## src/rtl/spi_xfer_sequencer.sv

```systemverilog
// spi_xfer_sequencer: sequences one SPI transaction around an external byte engine.
// The transaction runs CS assert, then for each byte a pre-wait and the byte itself,
// then CS deassert, a post-wait, and finally done.
// Optional feature macro: SPI_XFER_AUTO_POLL_EN adds periodic self-start. It adds the
// parameter POLL_PERIOD_CYC and the input i_poll_en.
module spi_xfer_sequencer #(
  parameter int unsigned MAX_BYTES     = 5,
  parameter int unsigned BYTE_CNT_W    = 3,
  parameter int unsigned PRE_WAIT_CYC  = 1500,
  parameter int unsigned POST_WAIT_CYC = 2500,
  parameter int unsigned CNT_W         = 16
`ifdef SPI_XFER_AUTO_POLL_EN
  ,
  parameter int unsigned POLL_PERIOD_CYC = 100000
`endif
) (
  input  logic                  i_clk,
  input  logic                  i_n_reset,
`ifdef SPI_XFER_AUTO_POLL_EN
  input  logic                  i_poll_en,
`endif
  input  logic                  i_start,
  input  logic [BYTE_CNT_W-1:0] i_num_bytes,
  input  logic                  i_abort,
  input  logic                  i_fetch,
  input  logic                  i_byte_done,
  output logic                  o_byte_start,
  output logic [BYTE_CNT_W-1:0] o_byte_idx,
  output logic                  o_sclk_en,
  output logic                  o_cs_n,
  output logic                  o_busy,
  output logic                  o_done,
  output logic                  o_aborted
);

  typedef enum logic [2:0] {
    IDLE        = 3'd0,
    CS_ASSERT   = 3'd1,
    PRE_WAIT    = 3'd2,
    BYTE        = 3'd3,
    CS_DEASSERT = 3'd4,
    POST_WAIT   = 3'd5,
    DONE        = 3'd6
  } state_t;

  localparam logic [CNT_W-1:0]      PRE_LAST  = CNT_W'(PRE_WAIT_CYC - 1);
  localparam logic [CNT_W-1:0]      POST_LAST = CNT_W'(POST_WAIT_CYC - 1);
  localparam logic [BYTE_CNT_W-1:0] MAX_N     = BYTE_CNT_W'(MAX_BYTES);

  state_t                state_q, state_d;
  logic [CNT_W-1:0]      cnt_q, cnt_d;
  logic [BYTE_CNT_W-1:0] idx_q, idx_d;
  logic [BYTE_CNT_W-1:0] nbytes_q, nbytes_d;
  logic                  aborted_q, aborted_d;
  logic [BYTE_CNT_W-1:0] num_clamped;
  logic                  start_req;
  logic                  done_exit;
  logic                  abort_ok;

`ifdef SPI_XFER_AUTO_POLL_EN
  localparam int unsigned         POLL_W    = $clog2(POLL_PERIOD_CYC + 1);
  localparam logic [POLL_W-1:0]   POLL_LAST = POLL_W'(POLL_PERIOD_CYC - 1);

  logic [POLL_W-1:0] poll_q, poll_d;
  logic              poll_tick;

  // Period counter restarts at every accepted start, so ticks are spaced from the previous start.
  always_comb begin
    poll_tick = i_poll_en && (poll_q == POLL_LAST);
    start_req = i_start || poll_tick;
    done_exit = i_poll_en || i_fetch;
    if (!i_poll_en || poll_tick || (state_q == IDLE && start_req)) begin
      poll_d = '0;
    end else begin
      poll_d = poll_q + POLL_W'(1);
    end
  end

  // Poll period counter register.
  always_ff @(posedge i_clk or negedge i_n_reset) begin
    if (!i_n_reset) begin
      poll_q <= '0;
    end else begin
      poll_q <= poll_d;
    end
  end
`else
  // Manual start and fetch only.
  always_comb begin
    start_req = i_start;
    done_exit = i_fetch;
  end
`endif

  // Clamp the requested byte count into 1..MAX_BYTES.
  always_comb begin
    if (i_num_bytes == '0) begin
      num_clamped = BYTE_CNT_W'(1);
    end else if (i_num_bytes > MAX_N) begin
      num_clamped = MAX_N;
    end else begin
      num_clamped = i_num_bytes;
    end
  end

  // Next-state, byte index and delay-counter logic.
  always_comb begin
    state_d   = state_q;
    idx_d     = idx_q;
    nbytes_d  = nbytes_q;
    aborted_d = aborted_q;
    abort_ok  = i_abort && (state_q == CS_ASSERT || state_q == PRE_WAIT || state_q == BYTE);

    case (state_q)
      IDLE: begin
        if (start_req) begin
          state_d   = CS_ASSERT;
          nbytes_d  = num_clamped;
          aborted_d = 1'b0;
          idx_d     = '0;
        end
      end
      CS_ASSERT: state_d = PRE_WAIT;
      PRE_WAIT: begin
        if (cnt_q == PRE_LAST) state_d = BYTE;
      end
      BYTE: begin
        // The first BYTE cycle (cnt_q == 0) is the start pulse; byte_done counts only after it.
        if (i_byte_done && cnt_q != '0) begin
          if (idx_q == nbytes_q - BYTE_CNT_W'(1)) begin
            state_d = CS_DEASSERT;
          end else begin
            idx_d   = idx_q + BYTE_CNT_W'(1);
            state_d = PRE_WAIT;
          end
        end
      end
      CS_DEASSERT: state_d = POST_WAIT;
      POST_WAIT: begin
        if (cnt_q == POST_LAST) state_d = DONE;
      end
      DONE: begin
        if (done_exit) begin
          state_d = IDLE;
          idx_d   = '0;
        end
      end
      default: begin
        state_d = IDLE;
        idx_d   = '0;
      end
    endcase

    // Abort overrides any concurrent byte completion; the index is left where it was.
    if (abort_ok) begin
      state_d   = CS_DEASSERT;
      idx_d     = idx_q;
      aborted_d = 1'b1;
    end

    // The counter reloads on every state change and saturates instead of wrapping.
    if (state_d != state_q) begin
      cnt_d = '0;
    end else if (cnt_q == '1) begin
      cnt_d = cnt_q;
    end else begin
      cnt_d = cnt_q + CNT_W'(1);
    end
  end

  // State and datapath registers.
  always_ff @(posedge i_clk or negedge i_n_reset) begin
    if (!i_n_reset) begin
      state_q   <= IDLE;
      cnt_q     <= '0;
      idx_q     <= '0;
      nbytes_q  <= '0;
      aborted_q <= 1'b0;
    end else begin
      state_q   <= state_d;
      cnt_q     <= cnt_d;
      idx_q     <= idx_d;
      nbytes_q  <= nbytes_d;
      aborted_q <= aborted_d;
    end
  end

  // Moore output decode; any unlisted encoding reads as CS high.
  always_comb begin
    o_cs_n       = !(state_q == CS_ASSERT || state_q == PRE_WAIT || state_q == BYTE);
    o_sclk_en    = (state_q == BYTE);
    o_byte_start = (state_q == BYTE) && (cnt_q == '0);
    o_busy       = !(state_q == IDLE || state_q == DONE);
    o_done       = (state_q == DONE);
    o_byte_idx   = idx_q;
    o_aborted    = aborted_q;
  end

endmodule

```

## config.mk

```make
export PLATFORM = sky130hd
export DESIGN_NAME = spi_xfer_sequencer
export DESIGN_NICKNAME = d
export VERILOG_FILES = /design/src/rtl/spi_xfer_sequencer.sv
export SDC_FILE = /design/constraint.sdc
export NUM_CORES = 1
export LEC_CHECK = 0
export CORE_ASPECT_RATIO = 0.5
export CORE_MARGIN = 1.5
export CORE_UTILIZATION = 40
export DETAILED_ROUTE_END_ITERATION = 10
export PLACE_DENSITY_LB_ADDON = 0.1
export SYNTH_ARGS = -nofsm -noshare
export SYNTH_HDL_FRONTEND = slang
export SYNTH_SLANG_ARGS = --single-unit
```

## constraint.sdc

```tcl
create_clock -name i_clk -period 3.81 [get_ports i_clk]
set_clock_uncertainty 0.1 [all_clocks]
set_input_delay 0.762 -clock i_clk [delete_from_list [all_inputs] [get_ports i_clk]]
set_output_delay 0.762 -clock i_clk [all_outputs]
set_load 0.01 [all_outputs]
```

==> metrics.md, run 1 <==
| Metric | Value |
|---|---|
| Vias in the first global route | `between 1000 and 1500` |
| Layout cells sized above 1 | `8.095%` |
| Vias | `1438` |
| Reg clk slew, reported paths | `about 0.090 ns` |
| Die X | `between 90 and 100 um` |
| TNS Setup | `0 ns` |
| Post-Synthesis Cells | `a little under 200` |
| Antenna cells | `0` |
| WHS | `between 0.3 and 0.4 ns` |
| Final worst setup slack | `between 0.6 and 0.7 ns` |
| Post-Syn Area | `between 0.0015 and 0.002 mm^2` |
| Sequential share of the synthesized area | `a little under two fifths` |
| First-pass GRT wire length | `slightly above 6000 um` |
| Number of flops mapped to enable cells by yosys | `0` |
| Core Region | `~0.0040 mm^2` |
| Die Span Y | `slightly below 50 um` |
| Worst Hold Launch | `nbytes_q[1]` |
| Mapped Nets | `~210` |
| Slowest-stage cell, CP | `clkdlybuf4s50_1` |
| Synthesis-to-layout area growth | `14.14%` |
| Min-delay worst type | `reg2reg` |
| Worst slew pin tran | `between 0.6 and 0.7 ns` |
| Clk buf depth | `2` |
| Synth cell count leaders | `26 x dfrtp_1, 22 x nor2_1, 20 x nand2_1, 12 x o21ai_0` |
| Ys async rst share | `100.0%` |
| Type of origin of the critical path | `flip-flop` |
| Row count | `16` |
| Starting Density | `43.10%` |
| Synth Flop Type | `dfrtp_1` |
| Seq cells post-synth | `26` |
| GRT overflow | `0` |
| Worst vdd ir | `between 0.2 and 0.25 mV` |
| Synth area leader | `dfrtp_1` |
| Area of the die | `about 0.0048 mm^2` |
| Top post-synthesis cells by area | `dfrtp_1 37%, xnor2_1 5.5%, nor2_1 4.7%` |
| DR vias/cell | `5.447` |
| Worst Setup End Kind | `output pin` |
| Skew-Pair Late Insertion Delay | `0.27 ns` |
| Num Clock Sinks | `26` |
| Hold-fix buffers at CTS | `0` |
| CP top delay family | `simple AND/OR/NAND/NOR gates` |
| Root Buffer | `clkbuf_8` |
| Largest net degree at the start of global routing | `27` |
| Buffers on Ports | `17` |
| WP buf/inv | `2` |
| DRC | `0` |
| Antenna viol nets, final | `0` |
| RSZ-0062 raised after global routing | `false` |
| Power Dens Cells | `between 500 and 600 mW/mm^2` |
| TritonRoute pass-1 iters | `4` |
| CP cell instances | `inv_1, ha_1, nor4b_1, nand4_1, nor2_1, clkdlybuf4s50_1` |
| Leak Pwr | `around 0.82 nW` |
| CTS tree | `yes` |
| Post-CTS Setup Bufs | `0` |
| All-Layer GR Usage | `between 15 and 20%` |
| Initial antenna violation count | `0` |
| Setup CP Type | `reg2out` |
| Required @ worst endpoint | `a little under 3 ns` |
| R2r startpoint | `cnt_q[0]` |
| Initial DRC count | `54` |
| Setup WS pre-CTS | `~0.87 ns` |
| Min Tclk post-route | `approximately 3.1 ns` |
| Post-DP HPWL | `around 2700 um` |
| Hold Violations, Final | `0` |
| Status | `complete, no violations` |
| Post_cts resized | `0` |
| Mean post-synth cell area | `about 8.9 um^2` |
| Critical path's largest stage delay | `0.54 ns` |
| Synth top area share | `about 37%` |
| Critical Path Start | `cnt_q[0]` |
| Final Cycle Share | `approximately four fifths` |
| Worst-path maximum fanout | `3` |
| CTS buffer count | `3` |
| Slew Viols, Final | `0` |
| Ports | `18` |
| Library cells used by synthesis | `47` |
| Max-Cap Viols | `0` |
| YS warnings | `0` |
| Worst Path Arrival | `between 2 and 2.5 ns` |
| Final Setup Violations | `0` |
| H-tree lvl count | `1` |
| Routed wire length | `roughly 3600 um` |
| Layout Nets | `approximately 230` |
| Slew margin rel. | `57.05%` |
| GPL Wtd Cong | `roughly 0.85` |
| Count leader, synth | `dfrtp_1` |
| Max Fclk | `approximately 0.32 GHz` |
| WL/cell | `between 10 and 15 um` |
## placed cells by master (no fill, tap or decap), drive strengths merged, types with 2 or more instances in the layout
| cell type | n |
|---|---|
| xnor2 | 11 |
| nand3 | 11 |
| nor3 | 7 |
| nor2 | 22 |
| a2bb2oi | 2 |
| clkdlybuf4s50 | 17 |
| inv | 10 |
| nor4bb | 3 |
| nor4b | 6 |
| and3 | 3 |
| a21oi | 6 |
| nand4 | 5 |
| ha | 4 |
| nand2 | 20 |
| clkbuf | 3 |
| xor2 | 5 |
| mux2i | 3 |
| o211ai | 2 |
| o21ai | 12 |
| dfrtp | 26 |
| or2 | 3 |
| nor3b | 3 |
| nor4 | 8 |
| a31oi | 2 |
| nand2b | 2 |
| a21boi | 2 |
## worst reg2reg max path, cell delays in order, from the launching register on
cell and delay [ns]:
dfrtp_1 0.40, inv_1 0.10, ha_1 0.16, nor4b_1 0.33
nand4_1 0.29, a21oi_2 0.35, o311a_1 0.57, nor4bb_2 0.36
## final cells by class
cell class              count  area [um^2]
clock buffers               3        41.29
fillers                   407         2054
inverters                  10        37.54
multi-input cells         153         1015
flip-flops and latches     26        650.6
well taps                  54        67.56
repair buffers             18        177.7
## per-stage QoR
stage | total power [mW] | instance area [um^2] | utilization (%) | cells
after global placement | 0.8978 | 1948 | 48.17 | 261
after CTS | 1.065 | 1989 | 49.20 | 264
after floorplan | 0.7800 | 1743 | - | 195
final | 1.049 | 1989 | 49.20 | 264
after global routing | 1.136 | 1989 | 49.20 | 264
after detailed placement | 0.9079 | 1948 | 48.17 | 261
## per-layer routing
| metal | global-route usage, % | routed length, um |
|---|---|---|
| met1 | 24.02 | 1817 |
| met5 | 0 | 0 |
| met3 | 4.167 | 209 |
| met4 | 2.174 | 11 |
| met2 | 26.64 | 1609 |
## registers in the layout (all words and copies together) (netlist names)
name        cells
o_aborted       1
state_q         3
cnt_q          16
nbytes_q        3
o_byte_idx      3
## cell families after synthesis
logic type	synth area share, %
AND/OR/NAND/NOR	33.10
AO/OA/AOI/OAI	11.13
flip-flops	37.33
XOR/XNOR	8.040
buffers and inverters	4.450
multiplexers	3.087
adder cells (fa/ha/maj)	2.872
## power by group
group,internal (mW),total [mW],switching (mW)
clock,0.0708,0.155,0.0840
sequential,0.325,0.396,0.0715
combinational,0.231,0.499,0.267
total,0.627,1.05,0.423
## final timing paths
check	cells after the start	to	slack (ns)
setup / recovery	6	o_byte_start	0.70
hold / removal	2	nbytes_q[1]	0.40
setup reg to reg	7	cnt_q[10]	1.05
hold reg to reg	2	nbytes_q[1]	0.40
max in group asynchronous	2	o_byte_idx[0]	2.59
min in group asynchronous	2	cnt_q[3]	0.77
Power figures use the tool's default switching activity.
==> inputs of run 2 (changes only) <==
==> constraint.sdc (replaced) <==
create_clock -name i_clk -period 3.2 [get_ports i_clk]
set_clock_uncertainty 0.1 [all_clocks]
set_input_delay 0.64 -clock i_clk [delete_from_list [all_inputs] [get_ports i_clk]]
set_output_delay 0.64 -clock i_clk [all_outputs]
set_load 0.01 [all_outputs]
==> run 2 against run 1 <==
Sequential share of layout area fell by 0.12 points. Cell area rose by 0.38%. Register-to-register slack got worse by 0.48 ns. Critical endpoint unchanged. Largest cell class unchanged.
==> metrics.md, run 2 (synthesis results as in run 1) <==
| Metric | Value |
|---|---|
| Met1 usage | `25.10%` |
| Routed wire length | `approximately 3700 um` |
| Leak Pwr | `between 0.8 and 0.9 nW` |
| Hold Violations, Final | `0` |
| CTS buffer count | `3` |
| Slew margin rel. | `just under 60%` |
| Reg clk slew, reported paths | `0.09 ns` |
| Post_cts resized | `0` |
| Synthesis-to-layout area growth | `14.57%` |
| Worst-path maximum fanout | `3` |
| RSZ-0062 raised after global routing | `false` |
| Min Tclk post-route | `roughly 3 ns` |
| Hold-fix buffers at CTS | `0` |
| Slowest-stage cell, CP | `clkdlybuf4s50_1` |
| Antenna viol nets, final | `0` |
| Post-DP HPWL | `roughly 2700 um` |
| WL/cell | `approximately 14 um` |
| Worst slew pin tran | `0.6291 ns` |
| Skew-Pair Late Insertion Delay | `0.27 ns` |
| R2r setup slk | `roughly 0.57 ns` |
| Antenna cells | `0` |
| Min-delay worst type | `reg2reg` |
| Final Cycle Share | `93.72%` |
| Most frequent cells in the layout | `26 x dfrtp_1, 22 x nor2_1, 20 x nand2_1` |
| Core Region | `between 0.004 and 0.005 mm^2` |
| Vias | `~1400` |
| Max FFs per register | `16` |
| CP top delay family | `simple AND/OR/NAND/NOR gates` |
| Vias in the first global route | `between 1000 and 1500` |
| First-pass GRT wire length | `about 6300 um` |
| Worst path depth | `6` |
| Row count | `16` |
| Initial antenna violation count | `0` |
| Post-CTS Setup Bufs | `0` |
| Buffers on Ports | `17` |
| H-tree lvl count | `1` |
| Inst Count DP | `about 260` |
| GPL Wtd Cong | `0.8559` |
| Die X | `96.35 um` |
| Final non-filler cell total | `about 270` |
| Largest net degree at the start of global routing | `27` |
| Num Clock Sinks | `26` |
| Leading cell type in the layout, fill and taps excluded | `dfrtp_1` |
| Area of the die | `about 0.0048 mm^2` |
| Layout Nets | `between 200 and 250` |
| Routing usage on met3 | `under 10%` |
| Largest Register | `cnt_q` |
| Die Span Y | `around 50 um` |
| TritonRoute pass-1 iters | `4` |
| Worst vdd ir | `about 0.22 mV` |
| Ports | `18` |
| CP cell instances | `inv_1, ha_1, nor4b_1, nand4_1, nor2_1, clkdlybuf4s50_1` |
| TNS Setup | `0 ns` |
| Slew Viols, Final | `0` |
| Met2 GRT Util | `25.94%` |
| Required @ worst endpoint | `about 2.5 ns` |
| Layout cells sized above 1 | `8.531%` |
| Setup CP Type | `reg2out` |
| Initial DRC count | `about 90` |
| Max Fclk | `0.3334 GHz` |
| Worst Path Arrival | `approximately 2.3 ns` |
| WP buf/inv | `2` |
| All-Layer GR Usage | `roughly 17%` |
| GR peak layer | `met2` |
| Power Dens Cells | `roughly 640 mW/mm^2` |
| Type of origin of the critical path | `flip-flop` |
| Clk buf depth | `2` |
| Worst R2R Path Depth | `8` |
| Max-Cap Viols | `0` |
| Status | `complete, no violations` |
| Critical path's largest stage delay | `between 0.5 and 0.6 ns` |
| Worst Setup End Kind | `output pin` |
| DR vias/cell | `about 5.4` |
| Final Setup Violations | `0` |
| Hold path depth | `2` |
| CTS tree | `yes` |
| Starting Density | `43.10%` |
| Root Buffer | `clkbuf_8` |
| DRC | `0` |
| GRT overflow | `0` |
==> run 2: worst register-to-register path, delay by kind of cell (launching register included) <==
kind,cells,cell delay (ns)
and+or+nand+nor,3,0.74
muxes,1,0.52
AOI/OAI and AO/OA,2,0.47
DFF,1,0.40
adders and majority gates,1,0.16
buffers and inverters,1,0.10
==> run 2: per-stage QoR <==
step	worst slack, ns	instance area (um^2)	utilization, %	hold slack [ns]	total power [mW]
after CTS	0.2243	1997	49.38	0.3933	1.291
after floorplan	1.105	1743	-	0.2444	0.9286
after global routing	0.04051	1997	49.38	0.4355	1.383
after global placement	0.4882	1956	48.36	0.3660	1.090
after detailed placement	0.4200	1956	48.36	0.3729	1.099
final	0.2010	1997	49.38	0.3883	1.274
==> run 2: where the power goes <==
part	switching [mW]	leakage, nW	internal [mW]
Clock	0.102	0.0216	0.0845
Combinational	0.326	0.452	0.287
Sequential	0.0884	0.347	0.386
Total	0.516	0.821	0.758
==> run 2: final cells by class <==
cell class / count / area (um^2)
Tap cell: 54 / 67.56
Inverter: 10 / 37.54
Sequential cell: 26 / 650.6
Clock buffer: 3 / 41.29
Timing Repair Buffer: 19 / 185.2
Fill cell: 405 / 2047
Multi-Input combinational cell: 153 / 1015
==> run 2: per-layer routing <==
layer	wire length [um]	vias up
li1	-	727
met1	1919	683
met2	1610	31
met3	186	2
met4	22	0
met5	0	-
==> run 2: path summary, 6_finish.rpt <==
| check | start | endpoint |
|---|---|---|
| worst max-delay path | cnt_q[0] | o_byte_start |
| max in group asynchronous | i_n_reset | cnt_q[9] |
| worst min register to register | nbytes_q[1] | nbytes_q[1] |
| worst max register to register | cnt_q[0] | cnt_q[7] |
| worst min-delay path | nbytes_q[1] | nbytes_q[1] |
| min in group asynchronous | i_n_reset | o_byte_idx[1] |
==> inputs of run 3 (changes only) <==
--- a/config.mk
+++ b/config.mk
@@ -5,7 +5,6 @@
 export SDC_FILE = /design/constraint.sdc
 export NUM_CORES = 1
 export LEC_CHECK = 0
-export CORE_ASPECT_RATIO = 0.5
 export CORE_MARGIN = 1.5
 export CORE_UTILIZATION = 40
 export DETAILED_ROUTE_END_ITERATION = 10
==> run 3 against run 2 <==
Register-to-register slack improved by 0.11 ns. Die area is 0.50% lower. Cell area fell by 0.25%. Critical endpoint unchanged. Largest power group unchanged.
==> metrics.md, run 3 (synthesis results as in run 1) <==
| Metric | Value |
|---|---|
| Status | `complete, no violations` |
| Initial antenna violation count | `0` |
| Synthesis-to-layout area growth | `14.29%` |
| Min Tclk post-route | `around 2.9 ns` |
| Post_cts resized | `0` |
| WL/cell | `roughly 14 um` |
| Leak Pwr | `about 0.82 nW` |
| Final core utilization | `between 40 and 50%` |
| Hold-fix buffers at CTS | `0` |
| Routing usage on met3 | `roughly 2.6%` |
| Power share of the combinational group | `between 40% and 50%` |
| Type of origin of the critical path | `flip-flop` |
| Layout cells sized above 1 | `under 10%` |
| Sw Share | `about 40%` |
| Met1 usage | `between 20% and 30%` |
| Met2 GRT Util | `24.25%` |
| Antenna viol nets, final | `0` |
| Buffers on Ports | `17` |
| Worst Setup End Kind | `output pin` |
| TritonRoute pass-1 iters | `4` |
| Max Fclk | `roughly 0.35 GHz` |
| Worst Path Arrival | `2.14 ns` |
| Ports | `18` |
| WHS | `roughly 0.39 ns` |
| GR peak layer | `met2` |
| Final Cycle Share | `~90%` |
| Min-delay worst type | `reg2reg` |
| Die X | `around 70 um` |
| Slew Viols, Final | `0` |
| GRT overflow | `0` |
| Largest Register | `cnt_q` |
| All-Layer GR Usage | `about 16%` |
| DRC | `0` |
| Vias in the first global route | `~1300` |
| Slowest-stage cell, CP | `clkdlybuf4s50_1` |
| Antenna cells | `0` |
| CTS tree | `yes` |
| Post-DP HPWL | `2655 um` |
| GPL Wtd Cong | `around 0.9` |
| Vias | `between 1000 and 1500` |
| Layout Nets | `approximately 230` |
| Required @ worst endpoint | `between 2 and 2.5 ns` |
| CP cell instances | `inv_1, ha_1, nor4b_1, nand4_1, nor2_1, clkdlybuf4s50_1` |
| Die Span Y | `roughly 69 um` |
| Largest net degree at the start of global routing | `27` |
| TNS Setup | `0 ns` |
| Worst-path maximum fanout | `3` |
| Hold Violations, Final | `0` |
| H-tree lvl count | `1` |
| Slew margin rel. | `a little over half` |
| Worst slew pin tran | `slightly below 0.7 ns` |
| Setup CP Type | `reg2out` |
| Routed wire length | `3695 um` |
| Leading cell type in the layout, fill and taps excluded | `dfrtp_1` |
| Post-CTS Setup Bufs | `0` |
| Critical path's largest stage delay | `between 0.5 and 0.6 ns` |
| Core Region | `0.004086 mm^2` |
| Clk buf depth | `2` |
| Clock power share | `between 10% and 20%` |
| Root Buffer | `clkbuf_8` |
| CTS buffer count | `3` |
| Sequential share of power | `between 30 and 40%` |
| Row count | `23` |
| Skew-Pair Late Insertion Delay | `0.27 ns` |
| Initial DRC count | `76` |
| Worst vdd ir | `around 0.25 mV` |
| Num Clock Sinks | `26` |
| First-pass GRT wire length | `roughly 6200 um` |
| RSZ-0062 raised after global routing | `false` |
| Final Setup Violations | `0` |
| Area of the die | `around 0.0048 mm^2` |
| Most frequent cells in the layout | `26 x dfrtp_1, 22 x nor2_1, 20 x nand2_1` |
| CP top delay family | `simple AND/OR/NAND/NOR gates` |
| DR vias/cell | `around 5.5` |
| Max-Cap Viols | `0` |
| Reg clk slew, reported paths | `roughly 0.09 ns` |
| WP buf/inv | `2` |
| Max FFs per register | `16` |
| Starting Density | `between 40% and 50%` |
| Fill cells | `approximately 410` |
| Internal power | `0.7578 mW` |
| Power Dens Cells | `~640 mW/mm^2` |
| Switching power total | `around 0.51 mW` |
## run 3: stage by stage
step / std cells / worst slack, ns / total power [mW] / area (um^2)
6_report: 261 / 0.3206 / 1.267 / 1992
3_3_place_gp: 258 / 0.5058 / 1.084 / 1951
4_1_cts: 261 / 0.2889 / 1.282 / 1992
3_5_place_dp: 258 / 0.4668 / 1.093 / 1951
2_1_floorplan: 195 / 1.105 / 0.9286 / 1743
5_1_grt: 261 / 0.1222 / 1.378 / 1992
## run 3: cell type report
class | instances | area (um^2) | share of cell area, %
multi-input combinational | 153 | 1015 | 50.94
sequential | 26 | 650.6 | 32.66
clock buffer | 3 | 41.29 | 2.073
timing repair buffer | 19 | 185.2 | 9.297
tap | 50 | 62.56 | 3.141
inverter | 10 | 37.54 | 1.884
## run 3: routing by layer
metal | share of wire, % | vias to the layer above | wire [um]
met1 | 52 | 660 | 1909
met3 | 3.0 | 2 | 112
met2 | 45 | 28 | 1649
met4 | 0.65 | 0 | 24
li1 | - | 735 | -
met5 | 0 | - | 0
## run 3: power groups by stage
| stage | sequential [mW] | clock, mW | combinational, mW |
|---|---|---|---|
| 6_report | 0.474 | 0.184 | 0.609 |
| 5_1_grt | 0.489 | 0.211 | 0.678 |
| 4_1_cts | 0.474 | 0.192 | 0.616 |
| 3_5_place_dp | 0.481 | 0 | 0.612 |
| 3_3_place_gp | 0.478 | 0 | 0.606 |
| 2_1_floorplan | 0.437 | 0 | 0.492 |
## run 3: path summary, 6_finish.rpt
path	slack, ns	depth (start not counted)	endpoint	start
min in group asynchronous	0.64	2	state_q[0]	i_n_reset
worst max-delay path	0.32	6	o_byte_start	cnt_q[0]
max in group asynchronous	2.10	2	cnt_q[11]	i_n_reset
worst min-delay path	0.39	2	nbytes_q[1]	nbytes_q[1]
worst max register to register	0.68	8	cnt_q[11]	cnt_q[0]
worst min register to register	0.39	2	nbytes_q[1]	nbytes_q[1]
## run 3: worst min-delay path, delay by kind of cell (launching register included)
kind	cells	cell delay [ns]
flops	1	0.35
compound gates	1	0.06
simple gates	1	0.04
